## config.mk

```make
export PLATFORM = sky130hd
export DESIGN_NAME = pong_game_ctrl
export DESIGN_NICKNAME = d
export VERILOG_FILES = /design/src/rtl/pong_game_ctrl.sv
export SDC_FILE = /design/constraint.sdc
export NUM_CORES = 1
export LEC_CHECK = 0
export CAP_MARGIN = 5
export CORE_MARGIN = 4
export CORE_UTILIZATION = 61
export CTS_CLUSTER_DIAMETER = 200
export DETAILED_ROUTE_END_ITERATION = 16
export DONT_BUFFER_PORTS = 1
export PLACE_DENSITY_LB_ADDON = 0.05
export SLEW_MARGIN = 0
export SYNTH_ARGS = -nofsm -noshare
export SYNTH_HDL_FRONTEND = slang
export SYNTH_SLANG_ARGS = --single-unit
```

## constraint.sdc

```tcl
create_clock -name pixel_clk -period 1.88 [get_ports pixel_clk]
set_input_delay 0.376 -clock pixel_clk [delete_from_list [all_inputs] [get_ports pixel_clk]]
set_output_delay 0.376 -clock pixel_clk [all_outputs]
set_load 0.05 [all_outputs]
```

## src/rtl/pong_game_ctrl.sv

```systemverilog
// Pong game-flow sequencer: derives a per-frame tick from v_sync, runs the
// idle/serve/play/point/game-over flow, keeps scores and gates paddle steps.
module pong_game_ctrl #(
    parameter int WIN_SCORE        = 9,
    parameter int SERVE_FRAMES     = 60,
    parameter int POINT_FRAMES     = 30,
    parameter bit VSYNC_ACTIVE_LOW = 1'b1
) (
    input  logic       pixel_clk,
    input  logic       reset,
    input  logic       v_sync,
    input  logic       start,
    input  logic       clear_score,
    input  logic       up_L,
    input  logic       down_L,
    input  logic       up_R,
    input  logic       down_R,
    input  logic       miss_L,
    input  logic       miss_R,
    output logic       frame_tick,
    output logic [2:0] state,
    output logic       ball_reset,
    output logic       ball_enable,
    output logic       serve_dir,
    output logic       step_up_L,
    output logic       step_dn_L,
    output logic       step_up_R,
    output logic       step_dn_R,
    output logic [3:0] score_L,
    output logic [3:0] score_R,
    output logic       game_over,
    output logic       winner
);

    typedef enum logic [2:0] {
        IDLE      = 3'd0,
        SERVE     = 3'd1,
        PLAY      = 3'd2,
        POINT     = 3'd3,
        GAME_OVER = 3'd4
    } state_t;

    localparam int MAX_FRAMES = (SERVE_FRAMES > POINT_FRAMES) ? SERVE_FRAMES : POINT_FRAMES;
    localparam int CNT_W      = (MAX_FRAMES > 1) ? $clog2(MAX_FRAMES) : 1;
    localparam logic [CNT_W-1:0] SERVE_LAST = CNT_W'(SERVE_FRAMES - 1);
    localparam logic [CNT_W-1:0] POINT_LAST = CNT_W'(POINT_FRAMES - 1);
    localparam logic [3:0]       WIN        = 4'(WIN_SCORE);

    state_t           state_q, state_d;
    logic [CNT_W-1:0] cnt_q, cnt_d;
    logic             first_q;
    logic [3:0]       score_l_d, score_r_d;
    logic             dir_d;
    logic             vs_d;
    logic             vs_act, vs_d_act, tick_d, in_move, count_tick;

    // Normalise polarity so "1" always means v_sync asserted.
    assign vs_act   = v_sync ^ VSYNC_ACTIVE_LOW;
    assign vs_d_act = vs_d ^ VSYNC_ACTIVE_LOW;
    assign tick_d   = vs_act & ~vs_d_act;
    assign in_move  = (state_q == SERVE) || (state_q == PLAY);

    always_ff @(posedge pixel_clk) begin
        if (reset) begin
            vs_d       <= VSYNC_ACTIVE_LOW;
            frame_tick <= 1'b0;
            step_up_L  <= 1'b0;
            step_dn_L  <= 1'b0;
            step_up_R  <= 1'b0;
            step_dn_R  <= 1'b0;
        end else begin
            vs_d       <= v_sync;
            frame_tick <= tick_d;
            step_up_L  <= tick_d & in_move & up_L & ~down_L;
            step_dn_L  <= tick_d & in_move & down_L & ~up_L;
            step_up_R  <= tick_d & in_move & up_R & ~down_R;
            step_dn_R  <= tick_d & in_move & down_R & ~up_R;
        end
    end

    // A tick landing on the first cycle of a state is not counted.
    assign count_tick = frame_tick & ~first_q;

    always_comb begin
        state_d   = state_q;
        cnt_d     = cnt_q;
        score_l_d = score_L;
        score_r_d = score_R;
        dir_d     = serve_dir;
        unique case (state_q)
            IDLE: begin
                if (start) begin
                    state_d = SERVE;
                    dir_d   = 1'b1;
                end
            end
            SERVE: begin
                if (count_tick) begin
                    if (cnt_q == SERVE_LAST) state_d = PLAY;
                    else                     cnt_d   = cnt_q + CNT_W'(1);
                end
            end
            PLAY: begin
                if (miss_L && miss_R) begin
                    state_d = SERVE;
                end else if (miss_L) begin
                    score_r_d = score_R + 4'd1;
                    dir_d     = 1'b0;
                    state_d   = POINT;
                end else if (miss_R) begin
                    score_l_d = score_L + 4'd1;
                    dir_d     = 1'b1;
                    state_d   = POINT;
                end
            end
            POINT: begin
                if (count_tick) begin
                    if (cnt_q == POINT_LAST)
                        state_d = (score_L == WIN || score_R == WIN) ? GAME_OVER : SERVE;
                    else
                        cnt_d = cnt_q + CNT_W'(1);
                end
            end
            GAME_OVER: begin
                if (start) begin
                    score_l_d = 4'd0;
                    score_r_d = 4'd0;
                    dir_d     = 1'b1;
                    state_d   = SERVE;
                end
            end
            default: state_d = IDLE;
        endcase
        if (clear_score) begin
            state_d   = IDLE;
            score_l_d = 4'd0;
            score_r_d = 4'd0;
            dir_d     = 1'b1;
        end
        if (state_d != state_q) cnt_d = '0;
    end

    always_ff @(posedge pixel_clk) begin
        if (reset) begin
            state_q    <= IDLE;
            cnt_q      <= '0;
            first_q    <= 1'b0;
            score_L    <= 4'd0;
            score_R    <= 4'd0;
            serve_dir  <= 1'b1;
            ball_reset <= 1'b0;
        end else begin
            state_q    <= state_d;
            cnt_q      <= cnt_d;
            first_q    <= (state_d != state_q);
            score_L    <= score_l_d;
            score_R    <= score_r_d;
            serve_dir  <= dir_d;
            ball_reset <= (state_d == SERVE) && (state_q != SERVE);
        end
    end

    assign state       = state_q;
    assign ball_enable = (state_q == PLAY);
    assign game_over   = (state_q == GAME_OVER);
    assign winner      = (state_q == GAME_OVER) && (score_R == WIN);

endmodule

```

* Yosys cells after proc, flatten, opt, wreduce, memory -nomap -nowiden *
Index checks and enable logic that the tools add are counted.

operators by class
  add/subtract/negate cells = 3
  equal/unequal tests = 22
  mux-type cells = 29
  bitwise logic cells = 17
  reductions and logical operators = 16

operators with widths
  operator                                                                count
  3-bit 2-to-1 mux                                                        10
  4-bit 2-to-1 mux                                                        6
  6-bit 2-to-1 mux                                                        4
  2-bit inequality test (second input constant)                           9
  4-bit one-hot mux with 2 select lines                                   2
  3-bit one-hot mux with 4 select lines                                   1
  6-bit one-hot mux with 2 select lines                                   1
  1-bit bitwise AND                                                       11
  5-bit AND reduction                                                     2
  4-bit by 1-bit adder with 4-bit output (second input constant)          2
  4-bit equality test (second input constant)                             2
  4-bit AND reduction                                                     2
  6-bit by 1-bit adder with 6-bit output (second input constant)          1
  3-bit by 1-bit equality test with 1-bit output (second input constant)  2
  3-bit by 2-bit equality test with 1-bit output (second input constant)  2
  6-bit by 5-bit equality test with 1-bit output (second input constant)  1
  6-bit equality test (second input constant)                             1
  1-bit inverter                                                          6
  2-bit nonzero test                                                      3
  2-bit OR reduction                                                      3
  1-bit 2-to-1 mux                                                        4
  3-bit equality test (second input constant)                             1
  1-bit logical AND                                                       3
  3-bit zero test                                                         1
  other kinds (6)                                                         7

storage, ports and cells
  register bits = 26
  input port bits = 11
  output and inout port bits = 21
  word-level logic and storage cells = 100

* Depth between registers and ports, before layout *
Gate-level depths: netlist (run 1).

  word-level depth = 9
  mapped depth = 7
  mapped depth without buffers = 7

* Worst setup path after synthesis (run 1) *
OpenSTA, ideal clock, no wires.

  kind = flip-flop to output port
  from = register state_q[2] (netlist: state[2])
  to = output port winner
  data arrival time = 2.016 ns
  required time = 1.504 ns
  setup slack = -0.512 ns
  stages on the path, launching flop included = 4
  path buffers = 1
  path through = dfxtp_1 > buf_6 > nor3b_4 > and2_1

between the ends
  word-level cells in the longest chain between the ends = 2

ends and longest elaborated chain
  what                    line  RTL
  start, declared         49    state_t state_q, state_d;
  start signal, assigned  153   state_q <= state_d;
  3-bit equality test     -
  named net game_over     31    output logic game_over,
  1-bit logical AND       166   assign winner = (state_q == GAME_OVER) && (score_R == WIN);
  end, declared           32    output logic winner

The timed path passes the listed nets, and every way through them passes these cells.

* Final worst setup path (run 1) *
  from = register score_R[1]
  to = register cnt_q[1]

between the ends
  word-level cells in the longest chain between the ends = 9

ends and longest elaborated chain
  what                                   line  RTL
  start, declared                        30    output logic [3:0] score_R,
  start signal, assigned                 157   score_R <= score_r_d;
  4-bit equality test                    119   state_d = (score_L == WIN || score_R == WIN) ? GAME_OVER : SERVE;
  1-bit logical OR                       119
  3-bit 2-to-1 mux                       119
  3-bit 2-to-1 mux                       118   if (cnt_q == POINT_LAST)
  3-bit 2-to-1 mux                       117   if (count_tick) begin
  3-bit one-hot mux with 4 select lines  90    unique case (state_q)
  3-bit 2-to-1 mux                       134   if (clear_score) begin
  3-bit inequality test                  140   if (state_d != state_q) cnt_d = '0;
  2-bit OR reduction (no line)           -
  end signal, assigned                   154   cnt_q <= cnt_d;
  end, declared                          50    logic [CNT_W-1:0] cnt_q, cnt_d;

Every way passes these cells.
A chain may end at the register's enable or synchronous reset.

==> results.sh, run 1 <==
export IMPL_period_share_pct=98.7
export IMPL_worstMarginPinSlew_ps=536
export IMPL_avgSynthCellArea_um2=9.38
export IMPL_clk_latency_ps=310
export IMPL_die_area_um2=3140
export IMPL_fin_ws_ps=23.6
export IMPL_worstPathRequired_ps=2120
export IMPL_ant_nets=0
export IMPL_synth_top_flop_cell="dfxtp_1"
export IMPL_viasPerCell=6.22
export IMPL_gp_congestion=0.876
export IMPL_peakVddDrop_v=0.000519
export IMPL_leakage_nw=0.651
export IMPL_drtIter0Drc=22
export IMPL_busiest_layer="met2"
export IMPL_area_growth_pct=15.4
export IMPL_cp_end_kind="flop"
export IMPL_synthCells=150
export IMPL_fp_coreArea_um2=2210
export IMPL_dieHeight_um=56.0
export IMPL_outcome="finished clean"
export IMPL_ioPinCount=32
export IMPL_cts_htree_levels=1
export IMPL_grt_pass1_wl_um=5380
export IMPL_grt_pass1_vias=1124
export IMPL_arrival_ps=2100
export IMPL_clkTransAtPathRegs_ps=140
export IMPL_ys_types=49
export IMPL_yosys_register_bits=26
export IMPL_synth_edf_count=0
export IMPL_hpwl_um=2320
export IMPL_nNetsFinal=184
export IMPL_crit_fanout=6
export IMPL_overflow=0
export IMPL_use_met1_pct=26.7
export IMPL_clock_skew_ps=3.89
export IMPL_startpoint_type="flop"
export IMPL_holdCritPathClass="in2reg"
export IMPL_fin_area_um2=1620
export IMPL_diodes=0
export IMPL_slew_headroom_pct=64.2
export IMPL_grt_util_all_layers_pct=20.8
export IMPL_slew_violations=0
export IMPL_first_pass_iters=4
export IMPL_synth_top_area_share_pct=37.0
export IMPL_worstRegToRegCells=7
export IMPL_multi_input_area_um2=838
export IMPL_syn_nets=167
export IMPL_rows=17
export IMPL_drive_gt1_share_pct=30.1
export IMPL_synth_area_top_cells="dfxtp_1, ha_1, nor2_1, xnor2_1, nor3b_4"
export IMPL_fin_total_pwr_w=0.000951
export IMPL_cts_buffers=3
export IMPL_routed_wl_um=3150
export IMPL_synth_area_um2=1410
export IMPL_cts_tree="done"
export IMPL_io_buffers=0
export IMPL_clock_path_buffers=2
export IMPL_placed_area_um2=1540
export IMPL_initial_core_util_pct=63.6
export IMPL_fin_hold_ws_ps=105
export IMPL_root_buffer="clkbuf_4"
export IMPL_finalSetupViolations=0
export IMPL_seq_area_frac_synth_pct=37.0
export IMPL_crit_type="reg2reg"
export IMPL_rsz0062_at_grt="true"
export IMPL_yosys_area_top_type="dfxtp_1"
export IMPL_hold_depth=1
export IMPL_register_area_um2=548
export IMPL_grt_max_degree=18
export IMPL_period_minus_slack_ps=1860
export IMPL_fin_util_pct=73.4
export IMPL_ys_warn_count=0
export IMPL_fillerInstances=164
export IMPL_hold_buffers=0
export IMPL_max_freq_mhz=539
export IMPL_pre_cts_ws_ps=0.282
export IMPL_p_per_area_nw_per_um2=585
export IMPL_synth_async_reset_ratio_pct=0
export IMPL_vias=1207
export IMPL_antenna_found_initial=0
export IMPL_met2_usage_pct=33.1
export IMPL_drc=0
export IMPL_max_cap_viol_count=0
export IMPL_cts_sinks=26
export IMPL_die_w_um=56.0
export IMPL_hold_viol=0
export IMPL_met3_usage_pct=5.34
export IMPL_post_drt_wl_per_cell_um=16.3
placed cells by master (no fill, tap or decap), drive strengths merged, types with 2 or more instances in the layout:
master,count
dfxtp,26
nor2,20
buf,16
inv,8
a21oi,7
nor3b,7
xnor2,6
ha,6
nand2,5
clkbuf,5
nand4,4
nand3,4
nor3,4
and3b,3
and3,3
nor2b,3
or2,3
and4b,2
o21bai,2
a221oi,2
a2bb2oi,2
xor2,2
o21ai,2
a211o,2
and4bb,2
a31oi,2
a32o,2
kinds of logic (layout without fill, tap and decap cells):
kind of cell | Yosys count | in the layout | synth area share [%]
AND/OR/NAND/NOR | 67 | 67 | 29.9
buffers and inverters | 13 | 29 | 4.89
adder cells (fa/ha/maj) | 6 | 6 | 5.33
multiplexers | 2 | 2 | 1.78
flip-flops | 26 | 26 | 37.0
XOR/XNOR | 8 | 8 | 4.98
AO/OA/AOI/OAI | 28 | 28 | 16.2
per-layer routing:
| layer | up-vias | share of wire (%) |
|---|---|---|
| met5 | - | 0 |
| met2 | 55 | 49 |
| met3 | 10 | 8.5 |
| met4 | 0 | 2.3 |
| li1 | 573 | - |
| met1 | 569 | 40 |
critical path, cell delays in order (launching register included):
cell and delay (ps):
dfxtp_4 370, inv_1 40, ha_1 170, and3b_1 190
o2111ai_2 210, a31oi_2 150, a221o_2 490, a211oi_2 170
through the flow:
step	cells	TNS [ps]
finish	194	0
global route	194	-110
CTS	193	0
detailed placement	187	0
global placement	187	0
floorplan	150	-348
final timing paths:
path	from	end	slack (ps)
max	score_R[1]$_SDFFE_PP0P_	cnt_q[1]$_SDFFE_PP0P_	20
min	reset	state[2]$_SDFF_PP0_	100
max reg2reg	score_R[1]$_SDFFE_PP0P_	cnt_q[1]$_SDFFE_PP0P_	20
min reg2reg	vs_d$_SDFF_PP1_	frame_tick$_SDFF_PP0_	430
synth_stat cells, drive strengths merged, types with 3 or more instances:
master and count:
and3 3, nor2b 3, and3b 3, nand2 5, nor3 4, nand4 4, nor3b 7, nor2 20
buf 4, inv 8, or2 3, a21oi 7, xnor2 6, dfxtp 26, ha 6, nand3 4
power breakdown:
part           switching, W  leakage, nW  internal, W
Clock              0.000165       0.0261     0.000162
Sequential        0.0000166        0.217     0.000550
Combinational     0.0000329        0.408    0.0000232
repair_timing:
item / CTS / global route
pin swaps: 1 / 5
buffers inserted: 2 / 1
endpoints found under the setup margin: 4 / 7
gates resized for setup: 1 / 5
hold endpoints to repair: 0 / 0
area by class of cell:
cell class	instances	share of cell area [%]
Timing Repair Buffer	17	7.70
Inverter	8	1.85
Clock buffer	4	2.93
Sequential cell	26	33.7
Tap cell	28	2.16
Multi-Input combinational cell	111	51.6
sequential cells by signal (all words and copies together), names as in the netlist:
signal,cells
ball_reset,1
step_dn_L,1
state,3
frame_tick,1
first_q,1
score_L,4
score_R,4
step_up_R,1
vs_d,1
cnt_q,6
step_up_L,1
step_dn_R,1
serve_dir,1
(Power assumes the default switching activity.)
==> run 2: changes to the inputs <==
--- a/config.mk
+++ b/config.mk
@@ -12,6 +12,7 @@
 export DETAILED_ROUTE_END_ITERATION = 16
 export DONT_BUFFER_PORTS = 1
 export PLACE_DENSITY_LB_ADDON = 0.05
+export RECOVER_POWER = 25
 export SLEW_MARGIN = 0
 export SYNTH_ARGS = -nofsm -noshare
 export SYNTH_HDL_FRONTEND = slang
==> run 2 against run 1 <==
Net effect: worst hold slack about the same; fmax decreased by 0.37%; highest routed layer unchanged; critical path type unchanged; non-clock buffer count unchanged; worst setup slack got worse by 6.9 ps; clock skew about the same; via count increased by 0.58%; clock power about the same; cell area decreased by 1.2%; sequential power about the same; largest cell class unchanged; critical endpoint unchanged; wire length about the same.
==> results.sh, run 2 (synthesis gave the netlist of run 1 again) <==
export IMPL_outcome="finished clean"
export IMPL_ioPinCount=32
export IMPL_dp_cells=187
export IMPL_cts_sinks=26
export IMPL_placed_area_um2=1540
export IMPL_power_share_sequential_pct=59.6
export IMPL_fin_area_um2=1610
export IMPL_internal_power_w=0.000736
export IMPL_worstMarginPinSlew_ps=750
export IMPL_cp_end_kind="flop"
export IMPL_peakVddDrop_v=0.000519
export IMPL_antenna_found_initial=0
export IMPL_gp_congestion=0.876
export IMPL_max_freq_mhz=537
export IMPL_hpwl_um=2320
export IMPL_first_pass_iters=4
export IMPL_area_growth_pct=14.0
export IMPL_cts_tree="done"
export IMPL_root_buffer="clkbuf_4"
export IMPL_finalSetupViolations=0
export IMPL_cts_htree_levels=1
export IMPL_p_sw_share_pct=22.6
export IMPL_die_w_um=56.0
export IMPL_viasPerCell=6.26
export IMPL_slew_violations=0
export IMPL_slew_headroom_pct=50.0
export IMPL_final_common_cell="nor2_1"
export IMPL_crit_type="reg2reg"
export IMPL_grt_pass1_vias=1124
export IMPL_hold_buffers=0
export IMPL_overflow=0
export IMPL_dieHeight_um=56.0
export IMPL_largestRegisters="cnt_q: 6 flops, score_L: 4 flops, score_R: 4 flops"
export IMPL_clock_path_buffers=2
export IMPL_power_share_clock_pct=34.5
export IMPL_largest_reg_flops=6
export IMPL_final_setup_tns_ps=0
export IMPL_power_frac_comb_pct=5.9
export IMPL_worstPathRequired_ps=2120
export IMPL_fillerInstances=174
export IMPL_io_buffers=0
export IMPL_period_minus_slack_ps=1860
export IMPL_clk_latency_ps=310
export IMPL_arrival_ps=2110
export IMPL_rsz0062_at_grt="true"
export IMPL_largest_register="cnt_q"
export IMPL_grt_max_degree=18
export IMPL_drtIter0Drc=22
export IMPL_die_area_um2=3140
export IMPL_cts_buffers=3
export IMPL_max_cap_viol_count=0
export IMPL_startpoint_type="flop"
export IMPL_clock_skew_ps=3.70
export IMPL_drc=0
export IMPL_p_per_area_nw_per_um2=592
export IMPL_switchingPower_w=0.000215
export IMPL_stdcell_count=194
export IMPL_routed_wl_um=3150
export IMPL_drive_gt1_share_pct=27.1
export IMPL_fin_hold_ws_ps=104
export IMPL_ant_nets=0
export IMPL_initial_core_util_pct=63.6
export IMPL_diodes=0
export IMPL_mostFrequentLayoutCells="nor2_1, dfxtp_1, buf_4"
export IMPL_vias=1214
export IMPL_fp_coreArea_um2=2210
export IMPL_hold_viol=0
export IMPL_leakage_nw=0.630
export IMPL_rows=17
export IMPL_register_area_um2=548
export IMPL_period_share_pct=99.1
export IMPL_grt_pass1_wl_um=5380
export IMPL_holdCritPathClass="in2reg"
export IMPL_post_drt_wl_per_cell_um=16.2
export IMPL_clkTransAtPathRegs_ps=140
export IMPL_nNetsFinal=184
export IMPL_multi_input_area_um2=838
export IMPL_crit_fanout=6
export IMPL_grt_util_all_layers_pct=20.8
==> run 2: changes by cell type in the layout (fill, tap and decap cells not counted) <==
cell / before / now
buf_4: 16 / 11
clkbuf_1: 0 / 5
==> run 2: metrics by stage <==
step,utilization [%],total power (W),setup slack (ps)
after detailed placement,69.5,0.000634,0.282
final,72.6,0.000951,16.7
after global placement,69.5,0.000633,62.5
after floorplan,-,0.000623,-116
after CTS,72.3,0.000961,0.975
after global routing,72.6,0.000996,-49.9
==> run 2: worst max-delay path: stages (launching register included) <==
cell and delay, ps:
dfxtp_4 370, inv_1 40, ha_1 170, and3b_1 190, o2111ai_2 200, a31oi_2 160
a221o_2 490, a211oi_2 170
==> run 2: metal layers <==
metal / wire length [µm] / vias to the layer above / track usage (%)
li1: - / 571 / -
met1: 1230 / 567 / 26.7
met2: 1530 / 63 / 33.1
met3: 317 / 13 / 5.34
met4: 75 / 0 / 8.47
met5: 0 / - / 0
==> run 2: path summary, 6_finish.rpt <==
kind              slack, ps                     from  cells after the start                     to
setup / recovery         20  score_R[1]$_SDFFE_PP0P_                      7  cnt_q[1]$_SDFFE_PP0P_
setup reg to reg         20  score_R[1]$_SDFFE_PP0P_                      7  cnt_q[1]$_SDFFE_PP0P_
hold / removal          100                    reset                      1    state[2]$_SDFF_PP0_
hold reg to reg         430          vs_d$_SDFF_PP1_                      2  frame_tick$_SDFF_PP0_
==> run 2: final cells by class <==
cell class / count / share of cell area (%)
tap: 28 / 2.18
timing repair buffer: 17 / 6.63
sequential: 26 / 34.1
multi-input combinational: 111 / 52.2
inverter: 8 / 1.87
clock buffer: 4 / 2.96
==> run 2: power by group through the flow <==
stage	clock (W)	sequential, W	combinational, W
after floorplan	0	0.000580	0.0000430
after global routing	0.000367	0.000568	0.0000603
after global placement	0	0.000580	0.0000526
after CTS	0.000339	0.000568	0.0000538
after detailed placement	0	0.000580	0.0000535
final	0.000328	0.000567	0.0000561
==> run 2: what timing repair did <==
item / CTS / global route
setup endpoints to repair: 4 / 7
pin swaps: 1 / 5
resized for setup: 1 / 5
buffers inserted: 2 / 1
